## config.mk

```make
export PLATFORM = sky130hd
export DESIGN_NAME = id_imm_stage
export DESIGN_NICKNAME = d
export VERILOG_FILES = /design/src/rtl/id_imm_stage.sv
export SDC_FILE = /design/constraint.sdc
export NUM_CORES = 1
export LEC_CHECK = 0
export ABC_AREA = 1
export BUFFER_PORTS_ARGS = -buffer_cell sky130_fd_sc_hd__buf_2
export CORE_MARGIN = 2
export CORE_UTILIZATION = 50
export DETAILED_ROUTE_END_ITERATION = 8
export PLACE_DENSITY = 0.85
export SYNTH_ARGS = -nofsm -noshare
export SYNTH_HDL_FRONTEND = slang
export SYNTH_SLANG_ARGS = --single-unit
```

## constraint.sdc

```tcl
create_clock -name clk -period 8.5 [get_ports clk]
set_input_delay 0.85 -clock clk [delete_from_list [all_inputs] [get_ports clk]]
set_output_delay 0.85 -clock clk [all_outputs]
set_load 0.005 [all_outputs]
```

## src/rtl/id_imm_stage.sv

```systemverilog
// Decode-side stage: splits MIPS instruction fields, builds the extended immediate,
// and presents them through a 2-entry skid buffer with a wrapping transfer counter.
//
// state    | meaning
// ST_EMPTY | no entry buffered, outputs invalid
// ST_ONE   | main register M holds the head entry
// ST_TWO   | M holds head, skid register S holds the next entry, input stalled
module id_imm_stage #(
  parameter int CNT_W = 16
) (
  input  logic             clk,
  input  logic             reset,
  input  logic             flush,
  input  logic             in_valid,
  output logic             in_ready,
  input  logic [31:0]      instr,
  output logic             out_valid,
  input  logic             out_ready,
  output logic [5:0]       op,
  output logic [4:0]       rs,
  output logic [4:0]       rt,
  output logic [4:0]       rd,
  output logic [4:0]       shamt,
  output logic [5:0]       funct,
  output logic [31:0]      imm,
  output logic [1:0]       imm_kind,
  output logic [CNT_W-1:0] xfer_cnt
);

  typedef enum logic [1:0] {
    ST_EMPTY = 2'd0,
    ST_ONE   = 2'd1,
    ST_TWO   = 2'd2
  } state_t;

  state_t           r_state;
  state_t           w_next;
  logic             r_in_ready;
  logic [31:0]      r_m_instr;
  logic [1:0]       r_m_kind;
  logic [31:0]      r_m_imm;
  logic [31:0]      r_s_instr;
  logic [1:0]       r_s_kind;
  logic [31:0]      r_s_imm;
  logic [CNT_W-1:0] r_xfer_cnt;
  logic [1:0]       w_kind;
  logic [31:0]      w_imm;
  logic             w_load_m;
  logic             w_load_s;
  logic             w_m_from_s;
  logic             w_xfer;

  always_comb begin
    w_kind = 2'd0;
    w_imm  = {{16{instr[15]}}, instr[15:0]};
    case (instr[31:26])
      6'h0F: begin
        w_kind = 2'd2;
        w_imm  = {instr[15:0], 16'h0000};
      end
      6'h0C, 6'h0D, 6'h0E: begin
        w_kind = 2'd1;
        w_imm  = {16'h0000, instr[15:0]};
      end
      6'h02, 6'h03: begin
        w_kind = 2'd3;
        w_imm  = {6'b0, instr[25:0]};
      end
      default: ;
    endcase
  end

  always_comb begin
    w_next     = r_state;
    w_load_m   = 1'b0;
    w_load_s   = 1'b0;
    w_m_from_s = 1'b0;
    case (r_state)
      ST_EMPTY: begin
        if (in_valid) begin
          w_load_m = 1'b1;
          w_next   = ST_ONE;
        end
      end
      ST_ONE: begin
        if (in_valid && out_ready) begin
          w_load_m = 1'b1;
        end else if (in_valid) begin
          w_load_s = 1'b1;
          w_next   = ST_TWO;
        end else if (out_ready) begin
          w_next   = ST_EMPTY;
        end
      end
      ST_TWO: begin
        if (out_ready) begin
          w_m_from_s = 1'b1;
          w_next     = ST_ONE;
        end
      end
      default: w_next = ST_EMPTY;
    endcase
    // Redirect kills everything, including an entry offered this cycle
    if (flush) begin
      w_next     = ST_EMPTY;
      w_load_m   = 1'b0;
      w_load_s   = 1'b0;
      w_m_from_s = 1'b0;
    end
  end

  always_ff @(posedge clk or posedge reset) begin
    if (reset) begin
      r_state    <= ST_EMPTY;
      r_in_ready <= 1'b1;
    end else begin
      r_state    <= w_next;
      r_in_ready <= (w_next != ST_TWO);
    end
  end

  always_ff @(posedge clk or posedge reset) begin
    if (reset) begin
      r_m_instr <= 32'h0;
      r_m_kind  <= 2'd0;
      r_m_imm   <= 32'h0;
      r_s_instr <= 32'h0;
      r_s_kind  <= 2'd0;
      r_s_imm   <= 32'h0;
    end else begin
      if (w_load_m) begin
        r_m_instr <= instr;
        r_m_kind  <= w_kind;
        r_m_imm   <= w_imm;
      end else if (w_m_from_s) begin
        r_m_instr <= r_s_instr;
        r_m_kind  <= r_s_kind;
        r_m_imm   <= r_s_imm;
      end
      if (w_load_s) begin
        r_s_instr <= instr;
        r_s_kind  <= w_kind;
        r_s_imm   <= w_imm;
      end
    end
  end

  assign w_xfer = (r_state != ST_EMPTY) && out_ready;

  always_ff @(posedge clk or posedge reset) begin
    if (reset) begin
      r_xfer_cnt <= '0;
    end else if (w_xfer) begin
      r_xfer_cnt <= r_xfer_cnt + CNT_W'(1);
    end
  end

  assign in_ready  = r_in_ready;
  assign out_valid = (r_state != ST_EMPTY);
  assign op        = r_m_instr[31:26];
  assign rs        = r_m_instr[25:21];
  assign rt        = r_m_instr[20:16];
  assign rd        = r_m_instr[15:11];
  assign shamt     = r_m_instr[10:6];
  assign funct     = r_m_instr[5:0];
  assign imm       = r_m_imm;
  assign imm_kind  = r_m_kind;
  assign xfer_cnt  = r_xfer_cnt;

endmodule

```

==> reports/qor.yml <==
synth.area.top_cells: "dfrtp_1, nand2_1, inv_1"
grt_max_degree: 82
final_util_pct: 59.92
synth_edf_count: 0
drt_iter0_drc: 550
critPathRequiredTime_ns: 8.86
grt_first_pass_wirelength_mm: 27.75
design.core.area_sq_um: 13190
fin_cells: 1082
postRouteAntennaNets: 0
critPathTopFamily: "simple AND/OR/NAND/NOR gates"
wl_per_cell_microns: 15.82
drc: 0
fin_setup_tns_ns: 0
worst_slack_ns: 5.841
critPathMaxFanout: 34
syn2layout_area_growth_pct: 17.77
tightest_slew_ns: 0.9081
crit_arrival_ns: 3.01
end_kind: "flip-flop"
crit_chain: "buf_2 > nor2_2 > nand2_1 > nor2_4 > inv_1 > o21ai_0 > nand2_1 > nand2_1"
via_per_inst: 5.365
max_slew_margin_pct: 39.46
max-vdd-ir-drop_v: 0.0001350
cts.clk_slew.worst_paths_ns: 0.06
critPathSlowestCell: "nor2_4"
cpMostUsedCell: "nand2_1"
status: "complete, no violations"
async_flop_share_pct: 100.0
synthDistinctLibCells: 30
ioPinCount: 121
yosysSeqAreaShare_pct: 56.32
synth_area_leader_cell: "dfrtp_1"
synthesis.area_sq_um: 6711
ctsHoldBuffers: 0
clock-sinks: 151
synth.most_common_cell: "nand2_1"
rrSetupSlack_ns: 5.98
gr-total-overflow: 0
vias: 5805
dp.cells: 1053
cts_resized: 0
synth_top_area_share_pct: 55.93
synth_nets: 829
cts_setup_buffers: 0
final-hold-violation-count: 0
routed_wl_mm: 17.12
nets: 934
dpl_worst_slack_ns: 5.469
yosys_warnings: 0
synth_common_cells: "nand2_1, dfrtp_1, inv_1"
whs_ns: 0.4776
dp_hpwl_mm: 10.90
dr.pass1.iters: 5
cap_violations: 0
htree_levels: 4
cts_made_buffers: 17
dieArea_sq_um: 14370
grt_pass1_vias: 5492
grt_usage_pct: 24.75
drive_above_1_share_pct: 19.09
tritoncts: "built"
avgSynthCellArea_sq_um: 8.485
antenna_found_initial: 0
chipWidth_microns: 119.9
port_buffers: 120
nFillCells: 1124
path_class: "primary input to flip-flop"
p_leak_nw: 4.086
gp_congestion: 0.8519
hold_class: "flip-flop to flip-flop"
netlist_instances: 791
initial_utilization_pct: 50.88
max_stage_delay_ns: 0.65
fp-row-count: 42
rsz0062_at_grt: "no"
ys.flop_type: "dfrtp_1"
fmax_ghz: 0.3762
fp.dieH_microns: 119.9
clk_latency_ns: 0.42
setup_viol: 0
ys_seq_elements: 151
path_buf_inv: 2
power.density_nw_per_um2: 255.4
n_antenna_cell: 0
finalCriticalPeriod_ns: 2.659
slew_viol_final: 0
cp-start-kind: "primary input"
worst_clock_skew_ns: 0.007568
cts.path.max_buffers: 2
period_share_pct: 31.28
cts_root_buffer: "clkbuf_16"
==> per-stage QoR <==
stage / power, W / area (sq um)
2_1_floorplan: 0.001164 / 6711
3_3_place_gp: 0.001298 / 7363
3_5_place_dp: 0.001316 / 7363
4_1_cts: 0.002025 / 7904
5_1_grt: 0.002124 / 7904
6_report: 0.002018 / 7904
==> metal layers <==
layer / vias to the layer above / routed length (microns) / global-route usage [%]
met5: - / 0 / 0
met4: 0 / 414 / 10.74
met3: 30 / 1511 / 6.131
met2: 279 / 7747 / 36.11
met1: 2768 / 7444 / 35.33
li1: 2728 / - / -
==> layout by cell type, fill, tap and decap left out, types with 2 or more instances in the layout <==
| cell | instances |
|---|---|
| o211ai_1 | 32 |
| nand3_1 | 18 |
| inv_1 | 77 |
| a21oi_1 | 2 |
| o21ai_1 | 11 |
| dfrtp_1 | 150 |
| nand2_2 | 3 |
| nor2_4 | 6 |
| inv_2 | 4 |
| xnor2_1 | 5 |
| o22ai_1 | 23 |
| bufinv_16 | 2 |
| clkinv_2 | 7 |
| nand4_1 | 10 |
| o21ai_0 | 41 |
| nor2_2 | 3 |
| buf_4 | 4 |
| buf_2 | 120 |
| xor2_1 | 6 |
| nor2_1 | 36 |
| clkbuf_16 | 17 |
| nor3_1 | 14 |
| nand2_1 | 304 |
==> worst reg2reg max path: cells and delay by family (launching register included) <==
family / cells / cell delay, ns
and+or+nand+nor: 4 / 0.90
AOI/OAI and AO/OA: 1 / 0.14
DFF: 1 / 0.42
buffers and inverters: 3 / 0.96
==> area by class of cell <==
type	count	area, sq um	share of cell area [%]
clock buffers	18	429.2	5.430
clock inverters	11	111.4	1.409
inverters	83	319.1	4.037
multi-input cells	519	2414	30.54
flip-flops and latches	151	3780	47.82
well taps	176	220.2	2.786
repair buffers	124	630.6	7.978
==> final timing paths <==
kind | start | end | cells after the start
setup / recovery | instr[30] | imm[27]$_DFFE_PP0P_ | 8
hold / removal | r_s_instr[7]$_DFFE_PP0P_ | r_s_instr[7]$_DFFE_PP0P_ | 2
setup reg to reg | r_state[1]$_DFF_PP0_ | r_m_instr[24]$_DFFE_PP0P_ | 8
hold reg to reg | r_s_instr[7]$_DFFE_PP0P_ | r_s_instr[7]$_DFFE_PP0P_ | 2
max in group asynchronous | reset | imm[9]$_DFFE_PP0P_ | 3
min in group asynchronous | reset | xfer_cnt[6]$_DFFE_PP0P_ | 2
==> kinds of logic (layout without fill, tap and decap cells) <==
logic type / Yosys count / in the layout / share of synthesized area [%]
AND/OR/NAND/NOR: 397 / 397 / 24.46
XOR/XNOR: 11 / 11 / 1.435
flip-flops: 151 / 151 / 56.32
buffers and inverters: 121 / 236 / 7.718
adder cells (fa/ha/maj): 1 / 1 / 0.1864
AO/OA/AOI/OAI: 110 / 110 / 9.881
==> report_power, final <==
| part | switching [W] | total [W] | internal, W |
|---|---|---|---|
| clock | 0.000285 | 0.000708 | 0.000423 |
| sequential | 0.0000847 | 0.000959 | 0.000874 |
| combinational | 0.000206 | 0.000352 | 0.000146 |
| total | 0.000575 | 0.00202 | 0.00144 |
==> sequential cells by signal, indices dropped and copies added (netlist names) <==
register   count
r_state        2
r_s_imm       32
xfer_cnt      16
imm           32
in_ready       1
r_m_instr     32
imm_kind       2
r_s_kind       2
r_s_instr     32
Note: power is estimated with default switching activity, not from simulation.
